--- config.mk ---
export PLATFORM = sky130hd
export DESIGN_NAME = pll_out_enable_sequencer
export DESIGN_NICKNAME = d
export VERILOG_FILES = /design/src/rtl/pll_seq_pkg.sv /design/src/rtl/pll_lock_filter.sv /design/src/rtl/pll_out_enable_sequencer.sv
export SDC_FILE = /design/constraint.sdc
export NUM_CORES = 1
export LEC_CHECK = 0
export BUFFER_PORTS_ARGS = -buffer_cell sky130_fd_sc_hd__clkbuf_2
export CORE_MARGIN = 4
export CORE_UTILIZATION = 57
export DETAILED_ROUTE_END_ITERATION = 10
export PLACE_DENSITY_LB_ADDON = 0.25
export SETUP_SLACK_MARGIN = 0.5
export SYNTH_ARGS = -nofsm -noshare
export SYNTH_HDL_FRONTEND = slang
export SYNTH_SLANG_ARGS = --single-unit
export TNS_END_PERCENT = 10
--- constraint.sdc ---
create_clock -name FREF -period 2.3 [get_ports FREF]
set_input_delay 0.345 -clock FREF [delete_from_list [all_inputs] [get_ports FREF]]
set_output_delay 0.345 -clock FREF [all_outputs]
set_load 0.05 [all_outputs]
--- src/rtl/pll_seq_pkg.sv ---
// Shared types and constants for the PLL output-enable sequencer.
// The state encoding is visible on the STATE debug port and must stay fixed.
package pll_seq_pkg;

    localparam int STATE_W = 3;
    localparam int RETRY_W = 2;

    typedef enum logic [STATE_W-1:0] {
        ST_PWRDN     = 3'd0,
        ST_WAIT_LOCK = 3'd1,
        ST_WAIT_EN   = 3'd2,
        ST_RUN       = 3'd3,
        ST_DISABLE   = 3'd4,
        ST_FAULT     = 3'd5
    } seq_state_e;

    // Saturating increment for the consecutive-failure counter.
    function automatic logic [RETRY_W-1:0] retry_inc(input logic [RETRY_W-1:0] cnt);
        return (&cnt) ? cnt : cnt + 1'b1;
    endfunction

endpackage

--- src/rtl/pll_lock_filter.sv ---
// Brings the asynchronous PLL LOCK into the FREF domain and qualifies it:
// lock_ok needs a run of synchronised highs and drops on the first synchronised low.
module pll_lock_filter #(
    parameter int LOCK_FILTER = 8
) (
    input  logic fref,
    input  logic reset_n,
    input  logic pll_lock,
    output logic lock_ok
);

    localparam int FILT_W = $clog2(LOCK_FILTER + 1);
    localparam logic [FILT_W-1:0] FILT_FULL = FILT_W'(LOCK_FILTER);

    logic              sync_meta;
    logic              sync_lock;
    logic [FILT_W-1:0] run_cnt;

    // NOTE: sequential state uses non-blocking assignments so every flop samples pre-edge values.
    always_ff @(posedge fref) begin
        if (!reset_n) begin
            sync_meta <= 1'b0;
            sync_lock <= 1'b0;
            run_cnt   <= '0;
        end else begin
            sync_meta <= pll_lock;
            sync_lock <= sync_meta;
            if (!sync_lock) begin
                run_cnt <= '0;
            end else if (run_cnt != FILT_FULL) begin
                run_cnt <= run_cnt + 1'b1;
            end
        end
    end

    // Gating with the live synchronised sample makes a lock drop visible without extra delay.
    assign lock_ok = sync_lock && (run_cnt == FILT_FULL);

endmodule

--- src/rtl/pll_out_enable_sequencer.sv ---
// Power-up / enable / retry sequencer for a PLL in external-feedback mode.
// Output enables are only released after a filtered, stable lock and drop immediately on lock loss.
module pll_out_enable_sequencer
    import pll_seq_pkg::*;
#(
    parameter int NUM_OUT         = 2,
    parameter int CNT_W           = 16,
    parameter int PD_CYCLES       = 64,
    parameter int WAIT_EN_CYCLES  = 40000,
    parameter int WAIT_DIS_CYCLES = 40000,
    parameter int LOCK_FILTER     = 8,
    parameter int LOCK_TIMEOUT    = 65535,
    parameter int MAX_RETRY       = 3
) (
    input  logic               FREF,
    input  logic               RESET_N,
    input  logic               PLL_LOCK,
    input  logic [NUM_OUT-1:0] OUT_EN_REQ,
    output logic               POWERDOWN_N,
    output logic [NUM_OUT-1:0] OUT_EN,
    output logic               READY,
    output logic               LOCK_LOST,
    output logic               FAULT,
    output logic [RETRY_W-1:0] RETRY_CNT,
    output logic [STATE_W-1:0] STATE
);

    localparam longint CNT_SPAN = longint'(1) << CNT_W;

    if (NUM_OUT < 1 || NUM_OUT > 4) begin : g_bad_num_out
        $error("NUM_OUT must be in 1..4");
    end
    if (PD_CYCLES < 1 || WAIT_EN_CYCLES < 1 || WAIT_DIS_CYCLES < 1 || LOCK_TIMEOUT < 1 ||
        longint'(PD_CYCLES) > CNT_SPAN || longint'(WAIT_EN_CYCLES) > CNT_SPAN ||
        longint'(WAIT_DIS_CYCLES) > CNT_SPAN || longint'(LOCK_TIMEOUT) > CNT_SPAN) begin : g_bad_cycles
        $error("delay parameters must be in 1..2**CNT_W");
    end
    if (LOCK_FILTER < 1) begin : g_bad_filter
        $error("LOCK_FILTER must be at least 1");
    end
    if (MAX_RETRY < 1 || MAX_RETRY > (2 ** RETRY_W) - 1) begin : g_bad_retry
        $error("MAX_RETRY must fit the retry counter");
    end

    localparam logic [CNT_W-1:0]   PD_LAST     = CNT_W'(PD_CYCLES - 1);
    localparam logic [CNT_W-1:0]   EN_LAST     = CNT_W'(WAIT_EN_CYCLES - 1);
    localparam logic [CNT_W-1:0]   DIS_LAST    = CNT_W'(WAIT_DIS_CYCLES - 1);
    localparam logic [CNT_W-1:0]   TO_LAST     = CNT_W'(LOCK_TIMEOUT - 1);
    localparam logic [RETRY_W-1:0] RETRY_LIMIT = RETRY_W'(MAX_RETRY);

    logic lock_ok;

    pll_lock_filter #(
        .LOCK_FILTER(LOCK_FILTER)
    ) u_lock_filter (
        .fref    (FREF),
        .reset_n (RESET_N),
        .pll_lock(PLL_LOCK),
        .lock_ok (lock_ok)
    );

    seq_state_e       state_q;
    seq_state_e       state_d;
    seq_state_e       fail_dest;
    logic [CNT_W-1:0] cnt_q;
    logic [CNT_W-1:0] cnt_d;
    logic [RETRY_W-1:0] retry_q;
    logic [RETRY_W-1:0] retry_d;
    logic             fail;
    logic             lost_d;

    // NOTE: every always_comb output gets a default first, so no path can infer a latch.
    always_comb begin
        state_d   = state_q;
        retry_d   = retry_q;
        fail      = 1'b0;
        fail_dest = ST_PWRDN;
        lost_d    = 1'b0;

        case (state_q)
            ST_PWRDN: begin
                if (cnt_q == PD_LAST) state_d = ST_WAIT_LOCK;
            end
            ST_WAIT_LOCK: begin
                if (lock_ok) begin
                    state_d = ST_WAIT_EN;
                end else if (cnt_q == TO_LAST) begin
                    fail      = 1'b1;
                    fail_dest = ST_PWRDN;
                end
            end
            ST_WAIT_EN: begin
                if (!lock_ok) begin
                    fail      = 1'b1;
                    fail_dest = ST_DISABLE;
                end else if (cnt_q == EN_LAST) begin
                    state_d = ST_RUN;
                end
            end
            ST_RUN: begin
                // A lock drop takes precedence over the stable-run retry clear.
                if (!lock_ok) begin
                    lost_d    = 1'b1;
                    fail      = 1'b1;
                    fail_dest = ST_DISABLE;
                end else if (cnt_q == EN_LAST) begin
                    retry_d = '0;
                end
            end
            ST_DISABLE: begin
                if (cnt_q == DIS_LAST) state_d = ST_PWRDN;
            end
            ST_FAULT: begin
                state_d = ST_FAULT;
            end
            default: begin
                state_d = ST_PWRDN;
            end
        endcase

        if (fail) begin
            retry_d = retry_inc(retry_q);
            state_d = (retry_d == RETRY_LIMIT) ? ST_FAULT : fail_dest;
        end
    end

    // The counter restarts on every state change and parks once RUN is considered stable.
    always_comb begin
        cnt_d = cnt_q + 1'b1;
        if (state_d != state_q) begin
            cnt_d = '0;
        end else if ((state_q == ST_RUN && cnt_q == EN_LAST) || state_q == ST_FAULT) begin
            cnt_d = cnt_q;
        end
    end

    always_ff @(posedge FREF) begin
        if (!RESET_N) begin
            state_q     <= ST_PWRDN;
            cnt_q       <= '0;
            retry_q     <= '0;
            POWERDOWN_N <= 1'b0;
            OUT_EN      <= '0;
            READY       <= 1'b0;
            LOCK_LOST   <= 1'b0;
            FAULT       <= 1'b0;
        end else begin
            state_q     <= state_d;
            cnt_q       <= cnt_d;
            retry_q     <= retry_d;
            POWERDOWN_N <= state_d inside {ST_WAIT_LOCK, ST_WAIT_EN, ST_RUN, ST_DISABLE};
            READY       <= (state_d == ST_RUN);
            FAULT       <= (state_d == ST_FAULT);
            LOCK_LOST   <= lost_d;
            OUT_EN      <= (state_q == ST_RUN && lock_ok) ? OUT_EN_REQ : '0;
        end
    end

    assign STATE     = state_q;
    assign RETRY_CNT = retry_q;

endmodule
# --- Word level (Yosys, flattened, before mapping) ---
# Cells that the tools add are included.
op_classes:
  n_addsub: 3
  eq_ne: 17
  muxes: 19
  bitwise_logic: 1
  reduce_logical: 16
ops:
  columns: ["cell", "n"]
  rows:
  - ["== test 16 bit, second input constant", 2]
  - ["two-way mux 3 bit", 9]
  - ["case mux 3 bit (6 select lines)", 1]
  - ["adder 16 x 1 -> 16 bit, second input constant", 1]
  - ["== test 16 x 6 -> 1 bit, second input constant", 1]
  - ["== test 3 x 2 -> 1 bit, second input constant", 4]
  - ["== test 3 bit, second input constant", 4]
  - ["two-way mux 2 bit", 5]
  - ["AND reduction 2 bit", 4]
  - ["== test 3 x 1 -> 1 bit, second input constant", 2]
  - ["nonzero test 2 bit", 3]
  - ["adder 4 x 1 -> 4 bit, second input constant", 1]
  - ["== test 4 bit, second input constant", 1]
  - ["inequality test 4 bit, second input constant", 1]
  - ["nonzero test 4 bit", 1]
  - ["OR reduction 2 bit", 2]
  - ["logical AND 1 bit", 3]
  - ["zero test 3 bit", 1]
  - ["two-way mux 1 bit", 3]
  - ["inequality test 3 bit", 1]
  - ["AND reduction 3 bit", 1]
  - ["adder 2 x 1 -> 2 bit, second input constant", 1]
  - ["== test 2 bit, second input constant", 1]
  - ["case mux 1 bit (2 select lines)", 1]
  - ["2 further kinds", 2]
totals:
  regBits: 33
  out_inout_bits: 11
  elab_cells: 67

# --- Logic depth before layout (Yosys ltp) ---
depth:
  depth_word: 8
  ltp_mapped: 9
  mapped_depth_nobuf: 8

# --- Cells and area by module ---
# From an unflattened synthesis, not the netlist that was laid out.
unflattened:
  hier_cells: 186
  area_unflattened_um2: 1692.9
modules_own_cells:
  columns: ["module", "n_inst", "cells_per_inst", "area_per_inst_um2", "seq_area_each_um2"]
  rows:
  - ["pll_out_enable_sequencer", 1, 159, 1430.1, 540.5]
  - ["pll_lock_filter", 1, 27, 262.8, 120.1]

# --- Least setup slack after synthesis ---
# OpenSTA, ideal clock, no wires.
synth_path:
  path_type: "register -> register"
  from: "register state_q[0] (netlist: STATE[0])"
  to: "register cnt_q[0]"
  setup_time_ns: 0.115
  t_arrival_ns: 2.091
  slack_ns: 0.094
  path_stages_with_launch: 8
  n_path_buf: 1
  period_less_slack_ns: 2.206
  cell_sequence: "dfxtp_1 nand2b_4 or4_4 nor4_1 a2111oi_0 nand3_2 buf_6 nor2_1"
synth_via:
  elab_chain_cells: 7
  elab_cells_between_ends: 21
  cone_classes: "6 x eq/ne; 10 x mux; 5 x reduce/logical"
synth_rtl:
  columns: ["item", "line", "rtl"]
  rows:
  - ["from (decl)", "pll_out_enable_sequencer.sv:62", "seq_state_e state_q;"]
  - ["from (signal assigned)", "pll_out_enable_sequencer.sv:148", "state_q <= state_d;"]
  - ["== test 3 x 2 -> 1 bit (on tied branches)", "pll_out_enable_sequencer.sv:80, pll_out_enable_sequencer.sv:132", null]
  - ["OR reduction 2 bit (no source line)", null, null]
  - ["two-way mux 3 bit", null, null]
  - ["two-way mux 3 bit", "pll_out_enable_sequencer.sv:123", "state_d = (retry_d == RETRY_LIMIT) ? ST_FAULT : fail_dest;"]
  - ["two-way mux 3 bit", "pll_out_enable_sequencer.sv:121", "if (fail) begin"]
  - ["inequality test 3 bit", "pll_out_enable_sequencer.sv:130", "if (state_d != state_q) begin"]
  - ["OR reduction 2 bit (no source line)", null, null]
  - ["to (signal assigned)", "pll_out_enable_sequencer.sv:149", "cnt_q <= cnt_d;"]
  - ["to (decl)", "pll_out_enable_sequencer.sv:65", "logic [CNT_W-1:0] cnt_q;"]
# Several ways; a longest one is shown, not always the timed one.
# A chain may end at the register's enable or synchronous reset.

# --- Worst setup path in the final report ---
layout_path:
  from: "register cnt_q[0]"
  to: "register retry_q[0] (netlist: RETRY_CNT[0])"
layout_via:
  elab_chain_cells: 6
  elab_cells_between_ends: 10
  cone_classes: "2 x eq/ne; 4 x mux; 4 x reduce/logical"
layout_rtl:
  columns: ["item", "line", "rtl"]
  rows:
  - ["== test 16 bit", "pll_out_enable_sequencer.sv:87", "end else if (cnt_q == TO_LAST) begin"]
  - ["two-way mux 1 bit", "pll_out_enable_sequencer.sv:87", null]
  - ["two-way mux 1 bit", "pll_out_enable_sequencer.sv:85", "if (lock_ok) begin"]
  - ["case mux 1 bit (2 select lines)", "pll_out_enable_sequencer.sv:80", "case (state_q)"]
  - ["nonzero test 2 bit (no source line)", null, null]
  - ["AND reduction 3 bit (no source line)", null, null]
  - ["to (signal assigned)", "pll_out_enable_sequencer.sv:150", "retry_q <= retry_d;"]
  - ["to (decl)", "pll_out_enable_sequencer.sv:67", "logic [RETRY_W-1:0] retry_q;"]
# Several ways; a longest one is shown, not always the timed one.

==> run_results.csv <==
group,metric,value,unit
drt,routed_wirelength,3.936,mm
timing,tns,0,ns
grt,grt_pass1_wl,6.582,mm
drt,via_count,1435,
timing,fmax,497.4,MHz
floorplanning,dieArea,0.003752,mm2
worst_setup_path,cp.arrival,2.26,ns
synth,synth_area_leader_cell,"dfxtp_1",
synth,synth_edf_count,0,
layout,instances_no_fill,243,
synth,ys_seq_area_frac,0.4087,
synth,synth_area_leaders,"dfxtp_1, nor2_1, xnor2_1",
worst_setup_path,path_cells,"inv_2, ha_4, nand4b_1, or4_4, o21ai_4, buf_4, and2_1, a21oi_1, a311oi_1",
worst_setup_path,crit_fanout,4,
drt,dr.first_iter.drc_count,153,
synth,synth-main-ff-cell,"dfxtp_1",
cts,cts_sinks,33,
cts,numCtsBuffers,5,
cts,clk_pin_slew,0.11,ns
placement,globalplace.congestion,0.8707,
drt,avgRoutedWirePerCell,16.20,um
hold_path,min_from,"OUT_EN_REQ[0]",
synth,yosysMostFrequentCell,"dfxtp_1",
synth,synth_commonest_cells,"dfxtp_1, nor2_1, and2_1, nand3_1, xnor2_1",
synth,synth_seq_cells,33,
worst_setup_path,critical_path_class,"reg2reg",
grt,grt_max_degree,12,
layout,diodes,0,
synth,syn_area,0.001617,mm2
placement,dpl.cell_count,224,
worst_setup_path,critPathCaptureType,"flop",
timing,setup_viol,0,
hold_path,hold_class,"in2reg",
power_and_ir_drop,power_density,465.0,mW/mm2
power_and_ir_drop,p_sw,0.0002240,W
cts,htree_num_levels,2,
timing,hold_viol,0,
worst_setup_path,required,2.55,ns
worst_setup_path,crit_path_start_kind,"flop",
power_and_ir_drop,peakVddDrop,0.0005446,V
drt,post-route-drc-count,0,
worst_setup_path,crit_start,"cnt_q[0]",
timing,fin_skew,0.01402,ns
timing,rsz0062_at_grt,"yes",
placement,io_buffer_count,15,
synth,yosysUniqueCellTypes,47,
power_and_ir_drop,clkPwrFrac,0.324,
layout,drive_gt1_frac,0.3302,
power_and_ir_drop,p_int,0.0007098,W
cts,clockBufferDepth,2,
floorplanning,coreArea,0.002734,mm2
synth,synth_fp_nets,189,
cts,worstSkewPairLatency,0.34,ns
synth,avgSynthCellArea,8.981,um2
power_and_ir_drop,p_sw_frac,0.2399,
synth,async_reset_ff_frac,0,
power_and_ir_drop,p_leak,0.7609,nW
drt,firstDrtPassIters,4,
worst_setup_path,r2r_start,"cnt_q[0]",
synth,synth_top_area_share,0.4087,
timing,post-route-period-util,0.8741,
timing,slew_violations,0,
timing,tightest_slew,0.5680,ns
floorplanning,num_rows,19,
status,outcome,"complete, no violations",
floorplanning,io_pins,16,
timing,period_needed,2.010,ns
power_and_ir_drop,p_seq_frac,0.626,
cts,cts_root_buffer,"clkbuf_4",
layout,nets,220,
worst_setup_path,cp_slowest_stage_delay,0.48,ns
layout,area_delta_synth_final,24.23,%
worst_setup_path,cp_slowest_cell,"or4_4",
timing,slew-limit-headroom,0.6116,
drt,vias_per_cell,5.905,
synth,yosys_warnings,0,
drt,ant_nets,0,
floorplanning,dieHeight,61.26,um
floorplanning,start_util,0.5913,
grt,antenna_found_initial,0,
synth,postSynthCellCount,180,
grt,first_global_vias,1414,
grt,overflow,0,
cts,cts_tree,"done",
power_and_ir_drop,pwr-share-comb,0.051,
run,drv_cap,0,
grt,grt_usage,0.2383,
floorplanning,die_x,61.26,um
placement,dpl.hpwl,2.410,mm
path summary, 6_finish.rpt:
path	endpoint	slack, ns	depth (start not counted)
hold reg to reg	u_lock_filter.sync_lock	0.44	1
setup / recovery	RETRY_CNT[0]	0.29	9
setup reg to reg	RETRY_CNT[0]	0.29	9
hold / removal	OUT_EN[0]	0.21	2
flip-flops by register name, summed over array words and instances, names as in the netlist:
register                 count
u_lock_filter.run_cnt        4
u_lock_filter.sync_meta      1
OUT_EN                       2
POWERDOWN_N                  1
RETRY_CNT                    2
FAULT                        1
u_lock_filter.sync_lock      1
cnt_q                       16
STATE                        3
LOCK_LOST                    1
READY                        1
stage by stage:
step	hold WS, ns	util	cell area (um2)	total power [W]	setup slack [ns]
CTS	0.2042	0.7249	1982	0.0009383	0.2860
detailed placement	0.4290	0.6375	1743	0.0006268	0.1027
finish	0.2141	0.7346	2008	0.0009338	0.2896
floorplan	0.4118	-	1645	0.0006170	0.3099
global route	0.2017	0.7346	2008	0.0009747	0.2009
global placement	0.4158	0.6375	1743	0.0006244	0.1936
final cells by class:
cell class | instances | area [um2]
inverters | 8 | 30.03
multi-input cells | 136 | 1046
clock buffers | 5 | 37.54
clock inverters | 3 | 12.51
flip-flops and latches | 33 | 678.2
fillers | 197 | 725.7
repair buffers | 27 | 165.2
well taps | 31 | 38.79
layout by cell type (no fill, tap or decap), drive strengths merged, types with 2 or more instances in the layout:
cell     synthesis  routed
or3              2       2
and2            10      10
xor2             8       8
clkbuf           1      20
nor2            31      31
a21oi            4       4
clkinv           0       3
xnor2           10      10
nand3           11      12
a2111oi          2       2
nand2b           3       3
nand3b           2       2
nor3             3       3
nand4            4       4
nor4             4       4
dfxtp           33      33
nand4b           2       2
o21ai            3       3
or4              2       2
and4             2       2
and3             3       3
nand2            8       8
buf              3      12
ha               4       4
inv              8       8
a22oi            3       3
nor3b            2       2
what timing repair did:
action	CTS	global route
pin swaps	8	7
resized for setup	26	3
hold buffers	0	0
setup endpoints to repair	23	22
setup buffers	8	2
cloned	1	0
per-layer routing:
metal | part of all wire | track usage | wire (um) | vias to the layer above
met2 | 0.50 | 0.3988 | 1965 | 57
met5 | 0 | 0 | 0 | -
met4 | 0.014 | 0.08050 | 57 | 0
met1 | 0.43 | 0.2985 | 1688 | 677
li1 | - | - | - | 691
met3 | 0.057 | 0.05870 | 225 | 10
worst max-delay path, delay by kind of cell (launching register included):
kind	cells	cell delay, ns
compound gates	3	0.52
fa+ha+maj	1	0.12
buf+inv	2	0.20
flops	1	0.35
simple gates	3	0.72
kinds of logic after synthesis:
logic type,count (synthesis),synth area share
flip-flops,33,0.4087
buffers and inverters,12,0.03792
XOR/XNOR,18,0.09752
AO/OA/AOI/OAI,21,0.09985
multiplexers,1,0.006192
AND/OR/NAND/NOR,91,0.3189
adder cells (fa/ha/maj),4,0.03096
power groups by stage:
| stage | Sequential (W) | Combinational [W] | Clock, W |
|---|---|---|---|
| floorplan | 0.000594 | 0.0000231 | 0 |
| global placement | 0.000595 | 0.0000298 | 0 |
| detailed placement | 0.000595 | 0.0000313 | 0 |
| CTS | 0.000584 | 0.0000470 | 0.000307 |
| global route | 0.000586 | 0.0000527 | 0.000336 |
| finish | 0.000584 | 0.0000472 | 0.000302 |
Note: power is estimated with default switching activity, not from simulation.
